## src/rtl/bids22_pkg.sv

```systemverilog
// bids22_pkg: shared opcodes, sequencer state/error codes and config helpers for the bids22 host sequencer.
package bids22_pkg;

    typedef enum logic [3:0] {
        NoOp       = 4'd0,
        Unlock     = 4'd1,
        Lock       = 4'd2,
        LoadX      = 4'd3,
        LoadY      = 4'd4,
        LoadZ      = 4'd5,
        SetXYZmask = 4'd6,
        SetTimer   = 4'd7,
        BidCharge  = 4'd8
    } opcode_t;

    typedef enum logic [2:0] {
        S_IDLE,
        S_CFG,
        S_ROUND,
        S_CLOSE,
        S_UNLOCK,
        S_DONE
    } seq_state_t;

    typedef struct packed {
        logic [31:0] x;
        logic [31:0] y;
        logic [31:0] z;
        logic [2:0]  mask;
        logic [31:0] timer;
        logic [31:0] cost;
        logic [31:0] key;
    } cfg_t;

    localparam logic [1:0] SEQ_OK      = 2'b00;
    localparam logic [1:0] SEQ_CFG_ERR = 2'b01;
    localparam logic [1:0] SEQ_TIMEOUT = 2'b10;
    localparam logic [2:0] LAST_STEP   = 3'd6;

    // Steps 0..5 map onto LoadX..BidCharge in opcode order; the final step is Lock.
    function automatic opcode_t cfg_op(input logic [2:0] step);
        return (step == LAST_STEP) ? Lock : opcode_t'(4'(step) + 4'd3);
    endfunction

    function automatic logic [31:0] cfg_data(input cfg_t c, input logic [2:0] step);
        return (step == 3'd0) ? c.x :
               (step == 3'd1) ? c.y :
               (step == 3'd2) ? c.z :
               (step == 3'd3) ? {29'b0, c.mask} :
               (step == 3'd4) ? c.timer :
               (step == 3'd5) ? c.cost : c.key;
    endfunction

endpackage

```

## src/rtl/bids22_dn_cnt.sv

```systemverilog
// bids22_dn_cnt: loadable down-counter that saturates at zero and flags when it is there.
module bids22_dn_cnt #(
    parameter int CNT_W = 16
) (
    input  logic             clk,
    input  logic             reset_n,
    input  logic             load_i,
    input  logic [CNT_W-1:0] val_i,
    input  logic             en_i,
    output logic             zero_o
);

    logic [CNT_W-1:0] cnt_q, cnt_d;

    always_comb begin
        cnt_d = load_i ? val_i : (en_i && cnt_q != '0) ? cnt_q - 1'b1 : cnt_q;
    end

    always_ff @(posedge clk or negedge reset_n) begin
        if (!reset_n) cnt_q <= '0;
        else          cnt_q <= cnt_d;
    end

    assign zero_o = (cnt_q == '0);

endmodule

```

## src/rtl/bids22_host_seq.sv

```systemverilog
// bids22_host_seq: host-side command sequencer that runs one full bids22 auction round
// (config, Lock, bid window, close, result capture, Unlock) per start pulse.
module bids22_host_seq
    import bids22_pkg::*;
#(
    parameter int RESULT_TIMEOUT = 64,
    parameter int CNT_W          = 16
) (
    input  logic             clk,
    input  logic             reset_n,
    input  logic             start,
    input  logic [31:0]      cfg_x_value,
    input  logic [31:0]      cfg_y_value,
    input  logic [31:0]      cfg_z_value,
    input  logic [2:0]       cfg_mask,
    input  logic [31:0]      cfg_timer,
    input  logic [31:0]      cfg_cost,
    input  logic [31:0]      cfg_key,
    input  logic [CNT_W-1:0] round_cycles,
    input  logic             ready,
    input  logic             roundOver,
    input  logic [2:0]       err,
    input  logic [31:0]      maxBid,
    input  logic             X_win,
    input  logic             Y_win,
    input  logic             Z_win,
    output opcode_t          C_op,
    output logic [31:0]      C_data,
    output logic             C_start,
    output logic             busy,
    output logic             done,
    output logic [1:0]       seq_err,
    output logic [31:0]      result_max,
    output logic [2:0]       result_win,
    output logic [2:0]       result_err
);

    // The close window covers the C_start falling cycle plus RESULT_TIMEOUT+1 further cycles.
    localparam logic [CNT_W-1:0] TO_LOAD = CNT_W'(RESULT_TIMEOUT + 1);

    seq_state_t       state_q, state_d;
    logic [2:0]       step_q, step_d, step_nx;
    cfg_t             cfg_q, cfg_d;
    logic [CNT_W-1:0] rc_q, rc_d, rnd_val;
    opcode_t          op_q, op_d;
    logic [31:0]      data_q, data_d, rmax_q, rmax_d;
    logic             cstart_q, cstart_d, busy_q, busy_d, done_q, done_d;
    logic [1:0]       serr_q, serr_d;
    logic [2:0]       rwin_q, rwin_d, rerr_q, rerr_d;
    logic             rnd_load, rnd_en, rnd_zero, to_load, to_en, to_zero;

    assign step_nx = step_q + 3'd1;
    assign rnd_val = (rc_q == '0) ? '0 : rc_q - 1'b1;

    always_comb begin
        state_d  = state_q;
        step_d   = step_q;
        cfg_d    = cfg_q;
        rc_d     = rc_q;
        op_d     = op_q;
        data_d   = data_q;
        cstart_d = cstart_q;
        busy_d   = busy_q;
        done_d   = 1'b0;
        serr_d   = serr_q;
        rmax_d   = rmax_q;
        rwin_d   = rwin_q;
        rerr_d   = rerr_q;
        rnd_load = 1'b0;
        rnd_en   = 1'b0;
        to_load  = 1'b0;
        to_en    = 1'b0;
        case (state_q)
            S_IDLE: if (start) begin
                cfg_d   = {cfg_x_value, cfg_y_value, cfg_z_value, cfg_mask, cfg_timer, cfg_cost, cfg_key};
                rc_d    = round_cycles;
                busy_d  = 1'b1;
                step_d  = 3'd0;
                op_d    = LoadX;
                data_d  = cfg_x_value;
                serr_d  = SEQ_OK;
                rmax_d  = '0;
                rwin_d  = '0;
                rerr_d  = '0;
                state_d = S_CFG;
            end
            S_CFG: if (err != 3'd0) begin
                op_d    = NoOp;
                data_d  = '0;
                rerr_d  = err;
                serr_d  = SEQ_CFG_ERR;
                busy_d  = 1'b0;
                done_d  = 1'b1;
                state_d = S_DONE;
            end else if (ready && step_q == LAST_STEP) begin
                op_d     = NoOp;
                data_d   = '0;
                cstart_d = 1'b1;
                rnd_load = 1'b1;
                state_d  = S_ROUND;
            end else if (ready) begin
                step_d = step_nx;
                op_d   = cfg_op(step_nx);
                data_d = cfg_data(cfg_q, step_nx);
            end
            S_ROUND: if (rnd_zero) begin
                cstart_d = 1'b0;
                to_load  = 1'b1;
                state_d  = S_CLOSE;
            end else begin
                rnd_en = 1'b1;
            end
            S_CLOSE: begin
                to_en = 1'b1;
                // A result arriving on the expiry cycle still wins over the timeout.
                if (roundOver || to_zero) begin
                    op_d    = Unlock;
                    data_d  = cfg_q.key;
                    state_d = S_UNLOCK;
                    serr_d  = roundOver ? serr_q : SEQ_TIMEOUT;
                    rmax_d  = roundOver ? maxBid : rmax_q;
                    rwin_d  = roundOver ? {Z_win, Y_win, X_win} : rwin_q;
                    rerr_d  = roundOver ? err : rerr_q;
                end
            end
            S_UNLOCK: begin
                op_d    = NoOp;
                data_d  = '0;
                busy_d  = 1'b0;
                done_d  = 1'b1;
                state_d = S_DONE;
            end
            S_DONE:  state_d = S_IDLE;
            default: state_d = S_IDLE;
        endcase
    end

    always_ff @(posedge clk or negedge reset_n) begin
        if (!reset_n) begin
            state_q  <= S_IDLE;
            step_q   <= '0;
            cfg_q    <= '0;
            rc_q     <= '0;
            op_q     <= NoOp;
            data_q   <= '0;
            cstart_q <= 1'b0;
            busy_q   <= 1'b0;
            done_q   <= 1'b0;
            serr_q   <= SEQ_OK;
            rmax_q   <= '0;
            rwin_q   <= '0;
            rerr_q   <= '0;
        end else begin
            state_q  <= state_d;
            step_q   <= step_d;
            cfg_q    <= cfg_d;
            rc_q     <= rc_d;
            op_q     <= op_d;
            data_q   <= data_d;
            cstart_q <= cstart_d;
            busy_q   <= busy_d;
            done_q   <= done_d;
            serr_q   <= serr_d;
            rmax_q   <= rmax_d;
            rwin_q   <= rwin_d;
            rerr_q   <= rerr_d;
        end
    end

    bids22_dn_cnt #(.CNT_W(CNT_W)) u_round_cnt (
        .clk    (clk),
        .reset_n(reset_n),
        .load_i (rnd_load),
        .val_i  (rnd_val),
        .en_i   (rnd_en),
        .zero_o (rnd_zero)
    );

    bids22_dn_cnt #(.CNT_W(CNT_W)) u_timeout_cnt (
        .clk    (clk),
        .reset_n(reset_n),
        .load_i (to_load),
        .val_i  (TO_LOAD),
        .en_i   (to_en),
        .zero_o (to_zero)
    );

    assign C_op       = op_q;
    assign C_data     = data_q;
    assign C_start    = cstart_q;
    assign busy       = busy_q;
    assign done       = done_q;
    assign seq_err    = serr_q;
    assign result_max = rmax_q;
    assign result_win = rwin_q;
    assign result_err = rerr_q;

endmodule

```

## config.mk

```make
export PLATFORM = sky130hd
export DESIGN_NAME = bids22_host_seq
export DESIGN_NICKNAME = d
export VERILOG_FILES = /design/src/rtl/bids22_pkg.sv /design/src/rtl/bids22_dn_cnt.sv /design/src/rtl/bids22_host_seq.sv
export SDC_FILE = /design/constraint.sdc
export NUM_CORES = 1
export LEC_CHECK = 0
export CAP_MARGIN = 20
export CORE_UTILIZATION = 45
export DETAILED_ROUTE_END_ITERATION = 8
export HOLD_SLACK_MARGIN = 0.08
export PLACE_DENSITY_LB_ADDON = 0.08
export SYNTH_ARGS = -nofsm -noshare
export SYNTH_HDL_FRONTEND = slang
export SYNTH_SLANG_ARGS = --single-unit
```

## constraint.sdc

```tcl
create_clock -name clk -period 4.8 [get_ports clk]
set_clock_uncertainty 0.2 [all_clocks]
set_input_delay 0.48 -clock clk [delete_from_list [all_inputs] [get_ports clk]]
set_output_delay 0.48 -clock clk [all_outputs]
set_load 0.005 [all_outputs]
```

; ---- Yosys cells after proc, flatten, opt, wreduce, memory -nomap -nowiden
; Index checks and enable logic that the tools add are counted.
[totals]
regBits = 328
latchBits = 0
mem_bits_rw = 0
romBits = 0
inputBits = 254
mem_count = 0
[classes]
addsub = 5
multipliers = 0
n_div = 0
n_lt_le_gt_ge = 0
eq_ne = 23
shifts = 0
mux = 68
bitwise = 0
reduce_logical = 29
[ops]
columns = operator, count
row1 = $mux 32, 14
row2 = $pmux 32 s4, 1
row3 = $mux 16, 5
row4 = $pmux 32 s2, 1
row5 = $logic_not 16->1, 3
row6 = $sub 16x1->16 const B, 3
row7 = $mux 3, 14
row8 = $reduce_bool 16->1, 2
row9 = $mux 4, 6
row10 = $ne 2x2->1 const B, 10
row11 = $pmux 4 s4, 1
row12 = $reduce_and 4->1, 4
row13 = $eq 3x3->1 const B, 5
row14 = $pmux 3 s5, 1
row15 = $reduce_and 5->1, 3
row16 = $mux 1, 14
row17 = $eq 3x2->1 const B, 4
row18 = $pmux 3 s2, 2
row19 = $reduce_bool 2->1, 5
row20 = $pmux 3 s3, 1
row21 = $reduce_bool 3->1, 3
row22 = $mux 2, 4
row23 = $eq 3x1->1 const B, 2
row24 = $logic_not 3->1, 2
row25 = 12 further kinds, 15

; ---- Depth between registers and ports, before layout
; Gate-level depths: netlist of run 1.
[depth]
ltp_word = 12
depth_mapped = 10
mapped_depth_nobuf = 8

; ---- Modules after synthesis
; A second synthesis of run 1 with hierarchy kept.
[unflattened]
cells_unflattened = 1557
area_unflattened_um2 = 16270.6
[modules_own_cells]
columns = module, n_inst, cells_per_inst, area_per_inst_um2
row1 = bids22_host_seq, 1, 1333, 14278.7
row2 = bids22_dn_cnt, 2, 112, 996.0

; ---- Worst setup path before layout of run 1
; Ideal clock, no wire load.
[synth_path]
path_kind = register to register
from = register u_round_cnt.cnt_q[0]
to = register u_round_cnt.cnt_q[4]
setup_ps = 120
arrival_time_ps = 2388
required_time_ps = 4480
path_slack_ps = 2092
path_stages_with_launch = 9
n_path_buf = 1
period_less_slack_ps = 2708
cell_sequence = dfrtp_1 inv_1 ha_1 or4b_1 or4_4 and2_4 or2_4 buf_6 o211a_1
[synth_between]
elab_chain_cells = 5
word_cells_on_any_way = 9
cone_classes = add/sub (1) / mux (4) / reduce/logical (4)
[synth_rtl]
columns = item, line
row1 = from (decl), bids22_dn_cnt.sv:13  ; logic [CNT_W-1:0] cnt_q, cnt_d;
row2 = from (signal assigned), bids22_dn_cnt.sv:21  ; else cnt_q <= cnt_d;
row3 = "parallel branches: the longest is 5 deep, another holds $sub 16x1->16", n/a
; Several ways; the timed one is not identified. The select of a mux whose other input is x is not followed.
; A chain may end at the register's enable or synchronous reset.

; ---- Final worst setup path of run 1
[layout_path]
from = register step_q[0]
to = register data_q[17], in the netlist C_data[17]
[layout_between]
elab_chain_cells = 12
word_cells_on_any_way = 21
cone_classes = add/sub (1) / eq/ne (7) / mux (10) / reduce/logical (3)
[layout_rtl]
columns = item, line
row1 = from (decl), bids22_host_seq.sv:42  ; logic [2:0] step_q, step_d, step_nx;
row2 = from (signal assigned), bids22_host_seq.sv:155  ; step_q <= step_d;
row3 = $add 3x1->3, bids22_host_seq.sv:52  ; assign step_nx = step_q + 3'd1;
row4 = $eq 3x3->1, bids22_pkg.sv:51  ; (step == 3'd5) ? c.cost : c.key;
row5 = $mux 32, bids22_pkg.sv:51
row6 = $mux 32, bids22_pkg.sv:50  ; (step == 3'd4) ? c.timer :
row7 = $mux 32, bids22_pkg.sv:49  ; (step == 3'd3) ? {29'b0, c.mask} :
row8 = $mux 32, bids22_pkg.sv:48  ; (step == 3'd2) ? c.z :
row9 = $mux 32, bids22_pkg.sv:47  ; (step == 3'd1) ? c.y :
row10 = $mux 32, bids22_pkg.sv:46  ; return (step == 3'd0) ? c.x :
row11 = $mux 32, bids22_host_seq.sv:101  ; end else if (ready) begin
row12 = $mux 32, bids22_host_seq.sv:95  ; end else if (ready && step_q == LAST_STEP) begin
row13 = $mux 32, bids22_host_seq.sv:87  ; S_CFG: if (err != 3'd0) begin
row14 = $pmux 32 s4, bids22_host_seq.sv:73  ; case (state_q)
row15 = to (signal assigned), bids22_host_seq.sv:159  ; data_q <= data_d;
row16 = to (decl), bids22_host_seq.sv:46  ; logic [31:0] data_q, data_d, rmax_q, rmax_d;
; Parallel ways exist; a longest one is shown, timed or not. The select of a mux whose other input is x is not followed.

==> impl_results.md, run 1 <==
* Status: finished clean
* Die area at between 30000 and 40000 um2
* First-pass GRT wire length at 70.5 mm
* Pwr/cell area at just over 600 nW/um2
* Vias in the first global route at between 10000 and 15000
* Synthesized area per cell at just over 10 um2
* Crit end category: register
* CTS Root Cell: clkbuf_16
* Final setup violation count at 0
* Worst EP arrival at 3420 ps
* Post-CTS setup buffer count at 0
* DR DRC count at 0
* Dominant cell type by area after synthesis: dfrtp_1
* DP Wirelength at about 30 mm
* Area contributors post-synth: dfrtp_1, mux2_2, o21ai_0, nand2_1, nor2_1
* Area share of the largest cell type after synthesis at roughly 53%
* Yosys warns at 0
* I/O pin count at between 300 and 400
* Chip width at 188 um
* Initial Util at 46.1%
* Via density at around 5.6
* CTS tree: done
* Max-Cap Viols at 0
* FF+latch count, synth at 328
* Worst-skew pair later-pin latency at between 500 and 600 ps
* Power, Total at ~12000 uW
* TritonCTS Buffers at 37
* Final hold violation count at 0
* Setup tns final at 0 ps
* Depth of the CTS H-tree at 2
* Total Wirelength at between 40 and 50 mm
* 1st-iter DRT viols at between 700 and 800
* Synthesized Nets at about 1800
* Fin crit share at between 60 and 70%
* Share of flip-flops with an asynchronous set or reset at 100%
* CP Max Fanout at 23
* Clock buffer depth at 3
* Total global routing overflow at 0
* All-Layer GR Usage at 25.2%
* Tmin final at between 3000 and 4000 ps
* Area delta synth->final at 32.8%
* # rows at 67
* CP required at about 5000 ps
* Leakage power at between 0.008 and 0.009 uW
* Number of synthesized flops with an enable pin at 0
* Worst hold path class: reg2reg
* Clk slew on worst S/H paths at ~60 ps
* Core area at 33800 um2
* Final antenna-violating net count at 0
* Unique masters post-synth at 57
* Slew Limit Fails at 0
* Clock tree sinks at roughly 330
* Primary FF master, synth: dfrtp_1
* Top cells by count, synth: dfrtp_1, mux2_2, nand2_1
* Avg WL per Cell at roughly 20 um
* Placed cell count at about 2200
* Post-synthesis sequential area ratio at 52.7%
* Worst slew pin tran at around 1100 ps
* VDD IR max at between 0.5 and 0.6 mV
* Die height at about 190 um
* F_max at about 0.31 GHz
* Number of I/O port buffers at about 330
* Post-Synthesis Cells at roughly 1500
* Mapped Area at about 16000 um2
* Nets at between 2000 and 2500
* R2R cell count at 7
* Hold path depth at 2
* Gpl congestion at approximately 0.82
* Layout cells sized above 1 at 16.7%
* CP Launch Type: register
* Finished Layout Cells at roughly 2300
* Antenna violations before repair at 6
* R2R setup slack at 1560 ps
* CP Class: reg2reg
* RSZ-0062 raised after global routing: false
* First-pass detailed-route iteration total at 5
* Relative slew slack at about a quarter
* Vias post-DR at around 13000
* Pin count of the biggest net entering global routing at around 120
* Top-count cell post-synth: dfrtp_1
critical path, stage by stage (launching register included):
cell and delay, ps:
dfrtp_1 430, ha_1 390, xor2_4 550, nand2_1 700, o22ai_1 310, o22ai_1 140, a221oi_1 270, o21ai_0 110
state kept, by name, indices dropped and copies added (netlist names), 4 cells and up:
| name | flops |
|---|---|
| u_round_cnt.cnt_q | 16 |
| rc_q | 16 |
| result_max | 32 |
| cfg_q | 195 |
| u_timeout_cnt.cnt_q | 16 |
| C_op | 4 |
| C_data | 32 |
stage by stage:
| step | cell area [um2] | setup slack, ps | utilization [%] | hold WS (ps) |
|---|---|---|---|---|
| 2_1_floorplan | 15600 | 2090 | - | -15.6 |
| 3_3_place_gp | 19400 | 1600 | 57.4 | 262 |
| 3_5_place_dp | 19400 | 1520 | 57.4 | 269 |
| 4_1_cts | 20700 | 1500 | 61.1 | 282 |
| 5_1_grt | 20700 | 1260 | 61.2 | 301 |
| 6_report | 20700 | 1560 | 61.2 | 277 |
where the power goes:
part	total, uW	internal (uW)	leakage (uW)	switching (uW)
clock	2850	1750	0.000619	1100
combinational	4920	2420	0.00375	2500
sequential	4730	3920	0.00405	808
total	12500	8080	0.00842	4410
cell usage in the layout (no fill, tap or decap), types with 7 or more instances in the layout:
| cell | netlist | routed |
|---|---|---|
| dfrtp_1 | 328 | 328 |
| nor3_1 | 21 | 21 |
| clkbuf_16 | 0 | 39 |
| nand2_1 | 185 | 184 |
| nor2b_1 | 13 | 13 |
| clkdlybuf4s50_1 | 0 | 331 |
| mux2_2 | 199 | 199 |
| a221oi_1 | 25 | 25 |
| inv_1 | 21 | 21 |
| o21ai_0 | 150 | 150 |
| nand3_1 | 18 | 18 |
| xnor2_1 | 15 | 15 |
| clkbuf_8 | 0 | 14 |
| a21oi_1 | 49 | 47 |
| buf_4 | 0 | 15 |
| nand3b_1 | 12 | 12 |
| o211ai_1 | 13 | 13 |
| or3_1 | 9 | 9 |
| o21ai_1 | 8 | 8 |
| a21o_1 | 13 | 13 |
| o2bb2ai_1 | 11 | 11 |
| nor2_1 | 135 | 133 |
| a31oi_1 | 25 | 25 |
| o211a_1 | 7 | 7 |
| o22ai_1 | 54 | 53 |
| xor2_1 | 13 | 12 |
final cells by class:
class | instances | area (um2)
clock buffers | 59 | 1190
inverters | 21 | 78.8
well taps | 448 | 561
flip-flops and latches | 328 | 8210
fillers | 2780 | 13100
clock inverters | 5 | 53.8
repair buffers | 354 | 3570
diodes | 5 | 12.5
multi-input cells | 1056 | 7000
kinds of logic (layout without fill, tap and decap cells):
group | count (synthesis) | after routing | synth area share, %
AND/OR/NAND/NOR | 437 | 437 | 12.5
AO/OA/AOI/OAI | 383 | 383 | 15.0
flip-flops | 328 | 328 | 52.7
multiplexers | 200 | 200 | 14.5
buffers and inverters | 123 | 439 | 3.05
XOR/XNOR | 28 | 28 | 1.57
adder cells (fa/ha/maj) | 8 | 8 | 0.643
other | 0 | 5 | 0
metal layers:
metal | up-vias | global-route usage, % | share of wire, %
met5 | - | 0 | 0.043
met4 | 4 | 8.91 | 3.4
met3 | 87 | 4.68 | 6.1
met2 | 441 | 41.1 | 47
met1 | 6159 | 33.6 | 43
li1 | 5955 | - | -
worst paths after layout:
check                                     startpoint                   endpoint
setup / recovery               step_q[0]$_DFFE_PN0P_     C_data[17]$_DFFE_PN0P_
hold / removal             result_max[1]$_DFFE_PN0P_  result_max[1]$_DFFE_PN0P_
setup reg to reg               step_q[0]$_DFFE_PN0P_     C_data[17]$_DFFE_PN0P_
hold reg to reg            result_max[1]$_DFFE_PN0P_  result_max[1]$_DFFE_PN0P_
max in group asynchronous                    reset_n      cfg_q[16]$_DFFE_PN0P_
min in group asynchronous                    reset_n       rc_q[14]$_DFFE_PN0P_
timing repair:
| action | CTS | global route |
|---|---|---|
| hold buffers | 1 | 0 |
| hold endpoints to repair | 119 | 0 |
| gates resized for setup | 0 | 0 |
(Power assumes the default switching activity.)
==> inputs of run 2 (changes only) <==
==> constraint.sdc (replaced) <==
create_clock -name clk -period 3.3 [get_ports clk]
set_clock_uncertainty 0.2 [all_clocks]
set_input_delay 0.33 -clock clk [delete_from_list [all_inputs] [get_ports clk]]
set_output_delay 0.33 -clock clk [all_outputs]
set_load 0.005 [all_outputs]
==> impl_results.md, run 2 (synthesis results as in run 1) <==
* Leakage power at 0.00859 uW (+2.0%)
* Worst hold path class: in2reg
* CP Max Fanout at 15 (-35%)
* Status: finished clean
* WHS at 164 ps (-113 ps)
* CP max stage cell: dfrtp_1
* Area delta synth->final at 34.6%
* F_max at 0.344 GHz (+12%)
* 1st-iter DRT viols at 631 (-19%)
* Setup tns final at 0 ps (unchanged)
* Clk slew on worst S/H paths at 60 ps (about the same)
* RR Startpoint: step_q[0]$_DFFE_PN0P_
* Slew Limit Fails at 0 (unchanged)
* DR DRC count at 0 (unchanged)
* Worst Path Buf+Inv at 2 (+2)
* CTS tree: done
* Crit end category: register
* Vias in the first global route at 12852 (+0.37%)
* Final setup violation count at 0 (unchanged)
* Filler Cell Count at 2782 (+0.072%)
* Max reg flops at 195 (unchanged)
* I/O pin count at 333 (unchanged)
* All-Layer GR Usage at 25.0% (-0.25 points)
* Layout cells sized above 1 at 18.2% (+1.4 points)
* Pwr/cell area at 879 nW/um2 (+46%)
* Crit path from: step_q[0]$_DFFE_PN0P_
* # rows at 67 (unchanged)
* Most frequent cells in the layout: clkdlybuf4s50_1, dfrtp_1, mux2_2
* DP Wirelength at 30.9 mm (+2.0%)
* First-pass GRT wire length at 69.8 mm (-0.88%)
* Final hold violation count at 0 (unchanged)
* Via density at 5.49 (-1.2%)
* Most frequent cell on the critical path: buf_4
* RSZ-0062 raised after global routing: false
* CP Class: reg2reg
* Gpl congestion at 0.844 (+2.8%)
* Worst EP arrival at 3140 ps (-280 ps)
* Worst slew pin tran at 1060 ps (-68.6 ps)
* Crit-path cells: ha_1 > xnor2_1 > buf_4 > nor2_2 > buf_4 > o221ai_1 > a21oi_1 > o22ai_1 > o21ai_0
* CTS Root Cell: clkbuf_16
* Fin crit share at 88.0% (+20 points)
* CP Launch Type: register
* Max-Cap Viols at 0 (unchanged)
* Worst-skew pair later-pin latency at 520 ps (about the same)
* Initial Util at 46.1% (unchanged)
* First-pass detailed-route iteration total at 5 (unchanged)
* Pin count of the biggest net entering global routing at 89 (-28%)
* Tmin final at 2900 ps (-339 ps)
* Relative slew slack at 29.6% (+4.7 points)
* Die area at 35300 um2 (unchanged)
* VDD IR max at 0.495 mV (-12%)
* Finished Layout Cells at 2307 (+1.4%)
* Placed cell count at 2232 (+1.2%)
* TritonCTS Buffers at 38 (+2.7%)
* Total Wirelength at 44.2 mm (-0.49%)
* Nets at 2087 (+1.3%)
* Total global routing overflow at 0 (unchanged)
* Post-CTS resize count at 0 (unchanged)
* Core area at 33800 um2 (unchanged)
* Vias post-DR at 12669 (+0.18%)
* Chip width at 188 um (unchanged)
* Antenna violations before repair at 8 (+2)
* Largest Register: cfg_q
* Area of the multi-input gates at 7000 um2 (unchanged)
* CP required at 3540 ps (-1440 ps)
* Number of I/O port buffers at 332 (unchanged)
* Register area at 8210 um2 (unchanged)
* Die height at 188 um (unchanged)
* Avg WL per Cell at 19.2 um (-1.8%)
* Leading cell type in the layout, fill and taps excluded: clkdlybuf4s50_1
* Worst path max stage delay at 440 ps (-260 ps)
* Clock buffer depth at 3 (unchanged)
* Hold_sp: maxBid[11]
* Cell family with most CP delay: compound AO/OA/AOI/OAI gates
* Clock tree sinks at 328 (unchanged)
* Depth of the CTS H-tree at 2 (unchanged)
* Final antenna-violating net count at 0 (unchanged)
## run 2: cell types whose count changed in the layout (fill, tap and decap cells not counted)
cell,delta
buf_4,+24
bufinv_16,+2
clkbuf_1,-1
buf_12,+2
clkinv_2,+6
clkbuf_8,-2
## run 2: tightest hold or removal path: stages
cell,delay (ps)
clkdlybuf4s50_1,390
nand2_1,50
o21ai_0,60
## run 2: final timing paths
kind                                              end  slack, ps  depth (start not counted)
setup / recovery               C_data[29]$_DFFE_PN0P_        400                          9
hold / removal             result_max[11]$_DFFE_PN0P_        160                          3
setup reg to reg               C_data[29]$_DFFE_PN0P_        400                          9
hold reg to reg             result_max[1]$_DFFE_PN0P_        280                          2
max in group asynchronous       cfg_q[67]$_DFFE_PN0P_       1800                          3
min in group asynchronous        rc_q[14]$_DFFE_PN0P_        240                          2
## run 2: routing by layer
layer  vias to the layer above  wire length (um)  global-route usage (%)
met5                         -                42                       0
met4                         6              1390                    8.51
met2                       378             20700                    40.7
met3                        84              2940                    5.65
li1                       6019                 -                       -
met1                      6182             19100                    32.7
## run 2: where the power goes
part           internal, uW  switching (uW)
Clock                  2670            1620
Sequential             5700            1130
Combinational          3620            3680
Total                 12000            6440
## run 2: what timing repair did
item / 4_1_cts / 5_1_grt
setup buffers: 0 / 0
endpoints found under the setup margin: 0 / 0
endpoints found under the hold margin: 83 / 0
hold buffers: 1 / 0
## run 2: area by class of cell
class | count | area share, %
sequential | 328 | 39.2
inverter | 21 | 0.376
antenna | 5 | 0.0597
clock buffer | 56 | 5.53
clock inverter | 13 | 0.687
timing repair buffer | 380 | 18.1
multi-input combinational | 1056 | 33.4
tap | 448 | 2.67
## run 2: per-stage QoR
step | power (uW) | setup slack [ps] | util (%) | area, um2
floorplan | 11400 | 592 | - | 15600
global placement | 14000 | 508 | 58.1 | 19600
detailed placement | 14200 | 399 | 58.1 | 19600
CTS | 18600 | 387 | 62.0 | 20900
global route | 19600 | 136 | 62.0 | 21000
finish | 18400 | 396 | 62.0 | 21000
==> inputs of run 3 (changes only) <==
--- a/config.mk
+++ b/config.mk
@@ -6,6 +6,7 @@
 export NUM_CORES = 1
 export LEC_CHECK = 0
 export CAP_MARGIN = 20
+export CORE_MARGIN = 2
 export CORE_UTILIZATION = 45
 export DETAILED_ROUTE_END_ITERATION = 8
 export HOLD_SLACK_MARGIN = 0.08
==> impl_results.md, run 3 (synthesis results as in run 1) <==
* R2R Path End: C_data[30]$_DFFE_PN0P_
* CP Capture Point: C_data[30]$_DFFE_PN0P_
* F_max at 0.340 GHz (-1.3%)
* WHS at 153 ps (-11.0 ps)
* Final antenna-violating net count at 0 (unchanged)
* Most frequent cells in the layout: clkdlybuf4s50_1, dfrtp_1, mux2_2
* Clk slew on worst S/H paths at 60 ps (about the same)
* TritonCTS Buffers at 38 (unchanged)
* Final hold violation count at 0 (unchanged)
* Stages on worst setup path at 9 (unchanged)
* Initial Util at 45.4% (-0.68 points)
* CP max stage cell: a2111oi_2
* Die height at 190 um (+1.1%)
* First-pass detailed-route iteration total at 7 (+2)
* Total global routing overflow at 0 (unchanged)
* Tmin final at 2940 ps (+36.8 ps)
* DP Wirelength at 32.0 mm (+3.7%)
* Core area at 34300 um2 (+1.5%)
* Total Wirelength at 45.5 mm (+2.8%)
* Leading cell type in the layout, fill and taps excluded: clkdlybuf4s50_1
* Area delta synth->final at 35.3%
* Fin crit share at 89.1% (+1.1 points)
* R2R setup slack at 360 ps (-40 ps)
* Pwr/cell area at 877 nW/um2 (-0.25%)
* Antenna violations before repair at 13 (+5)
* DR DRC count at 0 (unchanged)
* I/O pin count at 333 (unchanged)
* Vias post-DR at 12688 (+0.15%)
* Largest Register: cfg_q
* R2R cell count at 9 (unchanged)
* # rows at 68 (+1.5%)
* Worst slew pin tran at 931 ps (-126 ps)
* Final setup violation count at 0 (unchanged)
* Post-CTS setup buffer count at 0 (unchanged)
* Vias in the first global route at 12740 (-0.87%)
* Most frequent cell on the critical path: o21ai_0
* RSZ-0062 raised after global routing: false
* CP Max Fanout at 19 (+4)
* Depth of the CTS H-tree at 2 (unchanged)
* Worst hold path class: in2reg
* RR Startpoint: step_q[0]$_DFFE_PN0P_
* Final Core Density at 61.4% (-0.58 points)
* Setup tns final at 0 ps (unchanged)
* CP Class: reg2reg
* Die area at 36100 um2 (+2.1%)
* Layout cells sized above 1 at 18.5% (+0.28 points)
* Max-Cap Viols at 0 (unchanged)
* Crit end category: register
* Gpl congestion at 0.854 (+1.2%)
* Worst Slack Setup Final at 359 ps (-36.8 ps)
* CP Launch Type: register
* VDD IR max at 0.484 mV (-2.2%)
* Nets at 2097 (+0.48%)
* Via density at 5.45 (-0.71%)
* First-pass GRT wire length at 70.8 mm (+1.4%)
* Place WS at 363 ps (-36.7 ps)
* Relative slew slack at 37.7% (+8.2 points)
* Post-CTS resize count at 0 (unchanged)
* Cell family with most CP delay: compound AO/OA/AOI/OAI gates
* CTS tree: done
* Max reg flops at 195 (unchanged)
* Crit-path cells: inv_1 > ha_1 > and3_1 > a2111oi_2 > buf_4 > o21ai_0 > a31oi_1 > o22ai_1 > o21ai_0
* All-Layer GR Usage at 25.0% (+0.042 points)
* Leakage power at 0.00864 uW (+0.54%)
* Slew Limit Fails at 0 (unchanged)
* Crit path from: step_q[0]$_DFFE_PN0P_
* Status: finished clean
* Pin count of the biggest net entering global routing at 96 (+7.9%)
* 1st-iter DRT viols at 663 (+5.1%)
* Worst Path Buf+Inv at 2 (unchanged)
* Clock buffer depth at 3 (unchanged)
* Chip width at 190 um (+1.1%)
* Number of I/O port buffers at 332 (unchanged)
* CTS Root Cell: clkbuf_16
* Worst EP arrival at 3190 ps (+50 ps)
* Worst path max stage delay at 470 ps (+30 ps)
* Clock tree sinks at 328 (unchanged)
* Power, Total at 18500 uW (+0.29%)
* Worst-skew pair later-pin latency at 530 ps (about the same)
* Avg WL per Cell at 19.5 um (+1.9%)
* CP required at 3550 ps (about the same)
run 3: changes by cell type in the layout (fill, tap and decap cells not counted), sizes merged:
cell and change:
clkbuf +3, clkinv -2, bufinv -1, diode +3, buf +10
run 3: worst reg2reg max path: cells and delay by family (launching register included):
kind                     cells  cell delay [ps]
adder cells (fa/ha/maj)      1              330
AO/OA/AOI/OAI                5             1090
flip-flops                   1              430
buffers and inverters        2              510
AND/OR/NAND/NOR              1              300
run 3: how the worst min path moves through the flow:
stage                       startpoint                        end  slack, ps  depth (start not counted)
after floorplan                reset_n      C_data[0]$_DFFE_PN0P_       -170                          0
after global placement         reset_n       rc_q[12]$_DFFE_PN0P_        230                          1
after detailed placement       reset_n       rc_q[12]$_DFFE_PN0P_        230                          1
after CTS                    maxBid[7]  result_max[7]$_DFFE_PN0P_        140                          3
after global routing         maxBid[4]  result_max[4]$_DFFE_PN0P_        160                          3
final                     cfg_cost[21]      cfg_q[53]$_DFFE_PN0P_        150                          3
run 3: metal layers:
metal  up-vias  track usage [%]  routed length (um)
met4        10             9.09                1400
met1      6153             32.9               19400
met3        97             6.27                3300
li1       6050                -                   -
met5         -                0                  54
met2       378             40.1               21300
run 3: where the power goes:
part | internal, uW | leakage, uW | total (uW) | switching (uW)
sequential | 5700 | 0.00405 | 6760 | 1060
combinational | 3690 | 0.00395 | 7470 | 3780
clock | 2590 | 0.000637 | 4250 | 1650
total | 12000 | 0.00864 | 18500 | 6490
run 3: metrics by stage:
step	std cells	area [um2]
final	2327	21100
after floorplan	1507	15600
after CTS	2319	21000
after global placement	2249	19800
after detailed placement	2249	19800
after global routing	2326	21100
run 3: layout make-up:
type | count | area, um2
Antenna cell | 8 | 20.0
Clock inverter | 10 | 104
Sequential cell | 328 | 8210
Inverter | 21 | 78.8
Multi-Input combinational cell | 1056 | 7000
Fill cell | 2919 | 13200
Tap cell | 455 | 569
Clock buffer | 59 | 1170
Timing Repair Buffer | 390 | 3920
run 3: what timing repair did:
item,4_1_cts,5_1_grt
endpoints found under the hold margin,86,0
endpoints found under the setup margin,0,0
hold buffers,1,0
